==> config.mk <==
export PLATFORM = sky130hd
export DESIGN_NAME = priority_encoder_7seg_scan
export DESIGN_NICKNAME = d
export VERILOG_FILES = /design/src/rtl/priority_encoder_7seg_scan.sv
export SDC_FILE = /design/constraint.sdc
export NUM_CORES = 1
export LEC_CHECK = 0
export ABC_CLOCK_PERIOD_IN_PS = 8800
export BUFFER_PORTS_ARGS = -buffer_cell sky130_fd_sc_hd__clkbuf_2
export CAP_MARGIN = 20
export CORE_ASPECT_RATIO = 0.9
export CORE_UTILIZATION = 58
export CTS_BUF_LIST = sky130_fd_sc_hd__clkbuf_4 sky130_fd_sc_hd__clkbuf_8
export CTS_CLUSTER_DIAMETER = 50
export DETAILED_ROUTE_END_ITERATION = 16
export HOLD_SLACK_MARGIN = 0.02
export PLACE_DENSITY = 0.86
export SYNTH_ARGS = -nofsm -noshare
export SYNTH_HDL_FRONTEND = slang
export SYNTH_SLANG_ARGS = --single-unit
==> constraint.sdc <==
create_clock -name clk -period 8.8 [get_ports clk]
set_input_delay 1.32 -clock clk [delete_from_list [all_inputs] [get_ports clk]]
set_output_delay 1.32 -clock clk [all_outputs]
set_load 0.02 [all_outputs]
==> src/rtl/priority_encoder_7seg_scan.sv <==
// Debounced priority encoder driving a two-digit multiplexed 7-segment display.
// Slot 0 shows the winning bit index; slot 1 shows the number of set bits.
module priority_encoder_7seg_scan #(
  parameter int WIDTH         = 8,
  parameter int STABLE_CYCLES = 4,
  parameter int REFRESH_DIV   = 1000
) (
  input  logic             clk,
  input  logic             rst,
  input  logic [WIDTH-1:0] data,
  input  logic             mode,
  input  logic             freeze,
  output logic [6:0]       segments,
  output logic             dp,
  output logic [1:0]       digit_en,
  output logic             changed
);

  typedef struct packed {
    logic       none;
    logic [3:0] index;
    logic [3:0] count;
  } cand_t;

  localparam cand_t      CAND_NONE = '{1'b1, 4'd0, 4'd0};
  localparam logic [7:0] STAB_MAX  = 8'(STABLE_CYCLES);
  localparam logic [15:0] SCAN_LAST = 16'(REFRESH_DIV - 1);

  function automatic logic [6:0] hex7(input logic [3:0] v);
    case (v)
      4'h0:    hex7 = 7'h3F;
      4'h1:    hex7 = 7'h06;
      4'h2:    hex7 = 7'h5B;
      4'h3:    hex7 = 7'h4F;
      4'h4:    hex7 = 7'h66;
      4'h5:    hex7 = 7'h6D;
      4'h6:    hex7 = 7'h7D;
      4'h7:    hex7 = 7'h07;
      4'h8:    hex7 = 7'h7F;
      4'h9:    hex7 = 7'h6F;
      4'hA:    hex7 = 7'h77;
      4'hB:    hex7 = 7'h7C;
      4'hC:    hex7 = 7'h39;
      4'hD:    hex7 = 7'h5E;
      4'hE:    hex7 = 7'h79;
      4'hF:    hex7 = 7'h71;
      default: hex7 = 7'h00;
    endcase
  endfunction

  logic [WIDTH-1:0] d_q;
  cand_t            cand_s;
  cand_t            cand_q;
  cand_t            shown;
  cand_t            shown_next_s;
  logic [7:0]       stab;
  logic [7:0]       stab_next_s;
  logic             load_s;
  logic [3:0]       hi_idx_s;
  logic [3:0]       lo_idx_s;
  logic [15:0]      scan_cnt_r;
  logic [15:0]      scan_next_s;
  logic             sel_r;
  logic             sel_next_s;
  logic [6:0]       seg_next_s;
  logic             dp_next_s;
  logic [1:0]       en_next_s;

  // Encode the registered request bits; last assignment in each scan direction wins.
  always_comb begin
    hi_idx_s = 4'd0;
    lo_idx_s = 4'd0;
    cand_s   = CAND_NONE;
    for (int i = 0; i < WIDTH; i++) begin
      hi_idx_s     = d_q[i] ? 4'(i) : hi_idx_s;
      cand_s.count = cand_s.count + {3'd0, d_q[i]};
    end
    for (int i = WIDTH - 1; i >= 0; i--) begin
      lo_idx_s = d_q[i] ? 4'(i) : lo_idx_s;
    end
    cand_s.none  = (d_q == '0);
    cand_s.index = mode ? lo_idx_s : hi_idx_s;
  end

  // Stability counter and display-update decision.
  always_comb begin
    if (cand_s != cand_q) begin
      stab_next_s = 8'd1;
    end else if (stab >= STAB_MAX) begin
      stab_next_s = STAB_MAX;
    end else begin
      stab_next_s = stab + 8'd1;
    end
    load_s       = !freeze && (stab_next_s == STAB_MAX) && (cand_s != shown);
    shown_next_s = load_s ? cand_s : shown;
  end

  // Encoder pipeline, stability filter and displayed value.
  always_ff @(posedge clk or posedge rst) begin
    if (rst) begin
      d_q     <= '0;
      cand_q  <= CAND_NONE;
      stab    <= 8'd0;
      shown   <= CAND_NONE;
      changed <= 1'b0;
    end else begin
      d_q     <= data;
      cand_q  <= cand_s;
      stab    <= stab_next_s;
      shown   <= shown_next_s;
      changed <= load_s;
    end
  end

  // Scan divider; the digit select flips on every wrap.
  always_comb begin
    if (scan_cnt_r == SCAN_LAST) begin
      scan_next_s = 16'd0;
      sel_next_s  = ~sel_r;
    end else begin
      scan_next_s = scan_cnt_r + 16'd1;
      sel_next_s  = sel_r;
    end
  end

  // Decode next-state values so the registered outputs carry no extra lag.
  always_comb begin
    if (sel_next_s == 1'b0) begin
      en_next_s  = 2'b01;
      seg_next_s = shown_next_s.none ? 7'h00 : hex7(shown_next_s.index);
      dp_next_s  = shown_next_s.none;
    end else begin
      en_next_s  = 2'b10;
      seg_next_s = hex7(shown_next_s.count);
      dp_next_s  = 1'b0;
    end
  end

  // Scan state and registered display drive.
  always_ff @(posedge clk or posedge rst) begin
    if (rst) begin
      scan_cnt_r <= 16'd0;
      sel_r      <= 1'b0;
      segments   <= 7'h00;
      dp         <= 1'b1;
      digit_en   <= 2'b01;
    end else begin
      scan_cnt_r <= scan_next_s;
      sel_r      <= sel_next_s;
      segments   <= seg_next_s;
      dp         <= dp_next_s;
      digit_en   <= en_next_s;
    end
  end

endmodule

# After elaboration in Yosys (flattened, before gate mapping)

Memories as Yosys holds them, arrays and structs flattened.
Cells that the tools add are included.

Reduce and logical (&&, ||, !) cells: 4
$add $sub $neg: 9
Muxes and demuxes: 25
Equality and inequality tests: 4
Magnitude comparators: 1
Bitwise logic cells: 1

Operator list:

| operator                                              | number |
|---|---|
| 2-to-1 mux 3 bit                                      | 13 |
| inequality test 9 bit                                 | 2 |
| adder 16 x 1 -> 16 bit, second input constant         | 1 |
| adder 4 x 1 -> 4 bit                                  | 4 |
| equality test 16 x 10 -> 1 bit, second input constant | 1 |
| 2-to-1 mux 16 bit                                     | 1 |
| 2-to-1 mux 8 bit                                      | 2 |
| 2-to-1 mux 7 bit                                      | 2 |
| 2-to-1 mux 9 bit                                      | 1 |
| adder 8 x 1 -> 8 bit, second input constant           | 1 |
| equality test 8 x 3 -> 1 bit, second input constant   | 1 |
| >= comparator 8 x 3 -> 1 bit, second input constant   | 1 |
| zero test 8 bit                                       | 1 |
| 2-to-1 mux 2 bit                                      | 3 |
| adder 3 x 1 -> 4 bit                                  | 1 |
| adder 2 x 1 -> 3 bit                                  | 1 |
| 2-to-1 mux 1 bit                                      | 3 |
| adder 1 x 1 -> 2 bit                                  | 1 |
| logical AND 1 bit                                     | 2 |
| zero test 1 bit                                       | 1 |
| NOT 1 bit                                             | 1 |

Bits in read-only memories: 224
Input port bits: 12
Memories kept: 2
Bits in registers: 61

Memory list:

| name             | words | bits a word | rd ports | clocked after memory_dff | wr ports | RTL line | RTL |
|---|---|---|---|---|---|---|---|
| (name not given) | 16    | 7           | 1        | 0                        | 0        | 30       | `case (v)` |
| (name not given) | 16    | 7           | 1        | 0                        | 0        | 30       |  |

# Depth between registers and ports, before layout

An unclocked memory read counts as a cell.

Word-level depth: 18
Depth in mapped cells: 25

# Least setup slack after synthesis

No wires, ideal clock.

Kind: register -> register
Start: register d_q[3]
End: register segments[3]
Data required time: 8,735 ps
Clock period less this slack: 6,072 ps
Arrival time: 6,007 ps
Cell stages (with the launch flop): 23
Slack: 2,728 ps
Cell sequence: dfrtp_1 fa_1 inv_1 fa_1 fa_1 inv_1 ha_1 fa_1 xor2_1 xor2_1 nor4b_1 o2111ai_1 nor4_2 nor2_8 buf_8 buf_4 mux2i_1 inv_1 ha_1 mux4_2 nor2b_1 a211oi_1 a211o_1

RTL lines:

| element                | RTL line | RTL |
|---|---|---|
| start, declared        | 51       | `logic [WIDTH-1:0] d_q;` |
| start signal, assigned | 107      | `d_q <= data;` |
| end signal, assigned   | 150      | `segments <= seg_next_s;` |
| end, declared          | 13       | `output logic [6:0] segments,` |

==> flow_summary.ini <==
[placed_design]
dpl.hpwl_mm = 5.10
port_buffers = 22
gp_congestion = 0.913

[floorplanning]
die_area_um2 = 6450
initial_core_util_pct = 61.4
fp.dieH_um = 76.3
rows = 26
die_width_um = 84.6
pin_count = 23
core_um2 = 5790

[finish]
nNetsFinal = 398
num_antenna_cells = 0
drive_above_1_share_pct = 17.1
fill_cells = 439
final_cell_mix = 56 x dfrtp_1, 30 x inv_1, 28 x nor2_1, 22 x clkbuf_2, 19 x ha_1
fin_util_pct = 67.7
syn2layout_area_growth_pct = 10.2
layout_commonest_cell = dfrtp_1

[synthesis]
synthTopCellsByArea = dfrtp_1 39%, ha_1 6.7%, xnor2_1 4.2%
avgSynthCellArea_um2 = 10.6
synth_area_leader_cell = dfrtp_1
ys_ff_latch = 60
synth_area_um2 = 3560
ys_warn_count = 0
synth_edf_count = 0
synthArstFlopShare_pct = 100
postSynthCellCount = 337
ys_types = 68
seq_area_frac_synth_pct = 42.3
synth_ff_type = dfrtp_1
yosys.area.top_type_share_pct = 39.4

[clock_tree]
cts_tree = yes
cts.clk_slew.worst_paths_ns = 0.07
postCtsResizedCells = 0
cts_hold_buf = 0
post_cts_buffers = 0
clock_sinks = 60
cts.path.max_buffers = 2
insertion_delay_ns = 0.35
htree_levels = 3
cts_root_buffer = clkbuf_8
cts_buffers = 9

[drt]
wl_mm = 6.96
wl_per_cell_um = 15.9
dr_total_vias = 2514
drt_iter0_markers = 153
first_pass_iters = 11
drcViolationCount = 2
via_per_inst = 5.74
postRouteAntennaNets = 0

[run_status]
status = finished with violations
violations = DRC

[power]
p_leak_uw = 0.00174
ir_worst_vdd_v = 0.000160
p_per_area_nw_per_um2 = 251

[setup_path]
rrSetupSlack_ns = 2.04
rr_worst_depth = 20
required_ns = 9.09
arrival_ns = 7.04
path_max_fanout = 30
crit_path_start_kind = register
r2r_start = d_q[3]$_DFF_PP0_
r2r_end = segments[3]$_DFF_PP0_
end_kind = register
path_class = register to register

[sta]
setup_viol = 0
tightest_slew_ns = 0.658
rsz0062_at_grt = no
fmax_mhz = 148
fin_crit_ns = 6.76
hold_viol = 0
setup_tns_ns = 0
fin_crit_sh_pct = 76.8
fin_skew_ns = 0.0105
timing.slew.headroom_pct = 55.8
drv_slew = 0

[global_routing]
grt_max_degree = 32
grt-ovfl-total = 0
grt_antenna_before_repair = 0
track_usage_pct = 24.0
grt_pass1_wl_mm = 11.8
grt_pass1_vias = 2544

[worst_hold_path]
hold_end = scan_cnt_r[15]$_DFF_PP0_
holdPathStages = 1
hp-class = register to register
holdCritStartpoint = scan_cnt_r[15]$_DFF_PP0_

[job]
cap_viol_max_count = 0
==> report_power, final <==
group	switching [µW]	internal, µW	total, µW	leakage, µW
Sequential	43.8	315	359	0.000722
Clock	111	178	289	0.000116
Combinational	192	145	337	0.000901
Total	347	638	985	0.00174
==> stage by stage <==
stage	instances	hold slack [ns]	area (µm²)	worst slack [ns]	total power, µW
CTS	438	0.475	3920	2.11	988
detailed placement	422	0.467	3690	2.14	696
global route	438	0.510	3920	1.70	1040
finish	438	0.486	3920	2.04	985
global placement	422	0.465	3690	2.37	689
floorplan	341	0.446	3570	2.73	615
==> cell families after synthesis <==
logic type | Yosys count | share of synthesized area [%]
muxes | 24 | 7.56
xor gates and xnor gates | 31 | 7.63
adders and majority gates | 23 | 8.93
buffers and inverters | 44 | 5.87
other | 1 | 0.105
and+or+nand+nor | 102 | 16.1
DFF | 60 | 42.3
AOI/OAI and AO/OA | 52 | 11.5
==> worst max-delay path, stage by stage, from the launching register on <==
cell       delay (ns)
dfrtp_1          0.47
fa_1             0.53
inv_1            0.06
fa_1             0.45
fa_1             0.50
inv_1            0.05
ha_1             0.19
fa_1             0.38
xor2_1           0.54
xnor2_1          0.19
nand3_1          0.10
a2111oi_2        0.24
or3b_1           0.57
nor2_8           0.48
mux2i_1          0.43
inv_1            0.17
ha_1             0.31
mux4_2           0.46
nor2b_1          0.15
a211oi_1         0.28
a211o_1          0.14
==> synth_stat cells (all sizes together), types with 7 or more instances <==
library cell / number
inv: 31
nand4: 7
mux2i: 16
o21ai: 13
nand2: 12
ha: 19
mux2: 7
dfrtp: 56
nand3: 11
nor2: 31
xor2: 14
xnor2: 17
==> worst max-delay path by stage <==
stage	startpoint	end	slack, ns	cells past startpoint
2_1_floorplan	d_q[3]$_DFF_PP0_	segments[3]$_DFF_PP0_	2.73	22
3_3_place_gp	d_q[3]$_DFF_PP0_	segments[3]$_DFF_PP0_	2.37	20
5_1_grt	d_q[1]$_DFF_PP0_	segments[3]$_DFF_PP0_	1.70	20
6_report	d_q[3]$_DFF_PP0_	segments[3]$_DFF_PP0_	2.04	20
3_5_place_dp	d_q[3]$_DFF_PP0_	segments[3]$_DFF_PP0_	2.14	20
4_1_cts	d_q[3]$_DFF_PP0_	segments[3]$_DFF_PP0_	2.11	20
==> layout make-up <==
cell class,instances,area [µm²],share of cell area (%)
clock inverters,4,72.6,1.85
clock buffers,12,159,4.05
inverters,32,120,3.06
well taps,70,87.6,2.23
multi-input cells,237,1860,47.4
repair buffers,23,118,3.00
flip-flops and latches,60,1510,38.4
==> registers in the layout, indices dropped and copies added (netlist names) <==
signal      cells
stab            8
scan_cnt_r     16
digit_en        2
changed         1
dp              1
d_q             8
cand_q          8
shown           9
segments        7
==> layer usage <==
metal	routed length [µm]	up-vias	global-route usage, %
met5	0	-	0
met1	3050	1223	31.6
met4	122	0	10.5
met2	3420	63	37.2
li1	-	1216	-
met3	371	12	6.83
No activity file was read; power rests on OpenSTA's default activity.
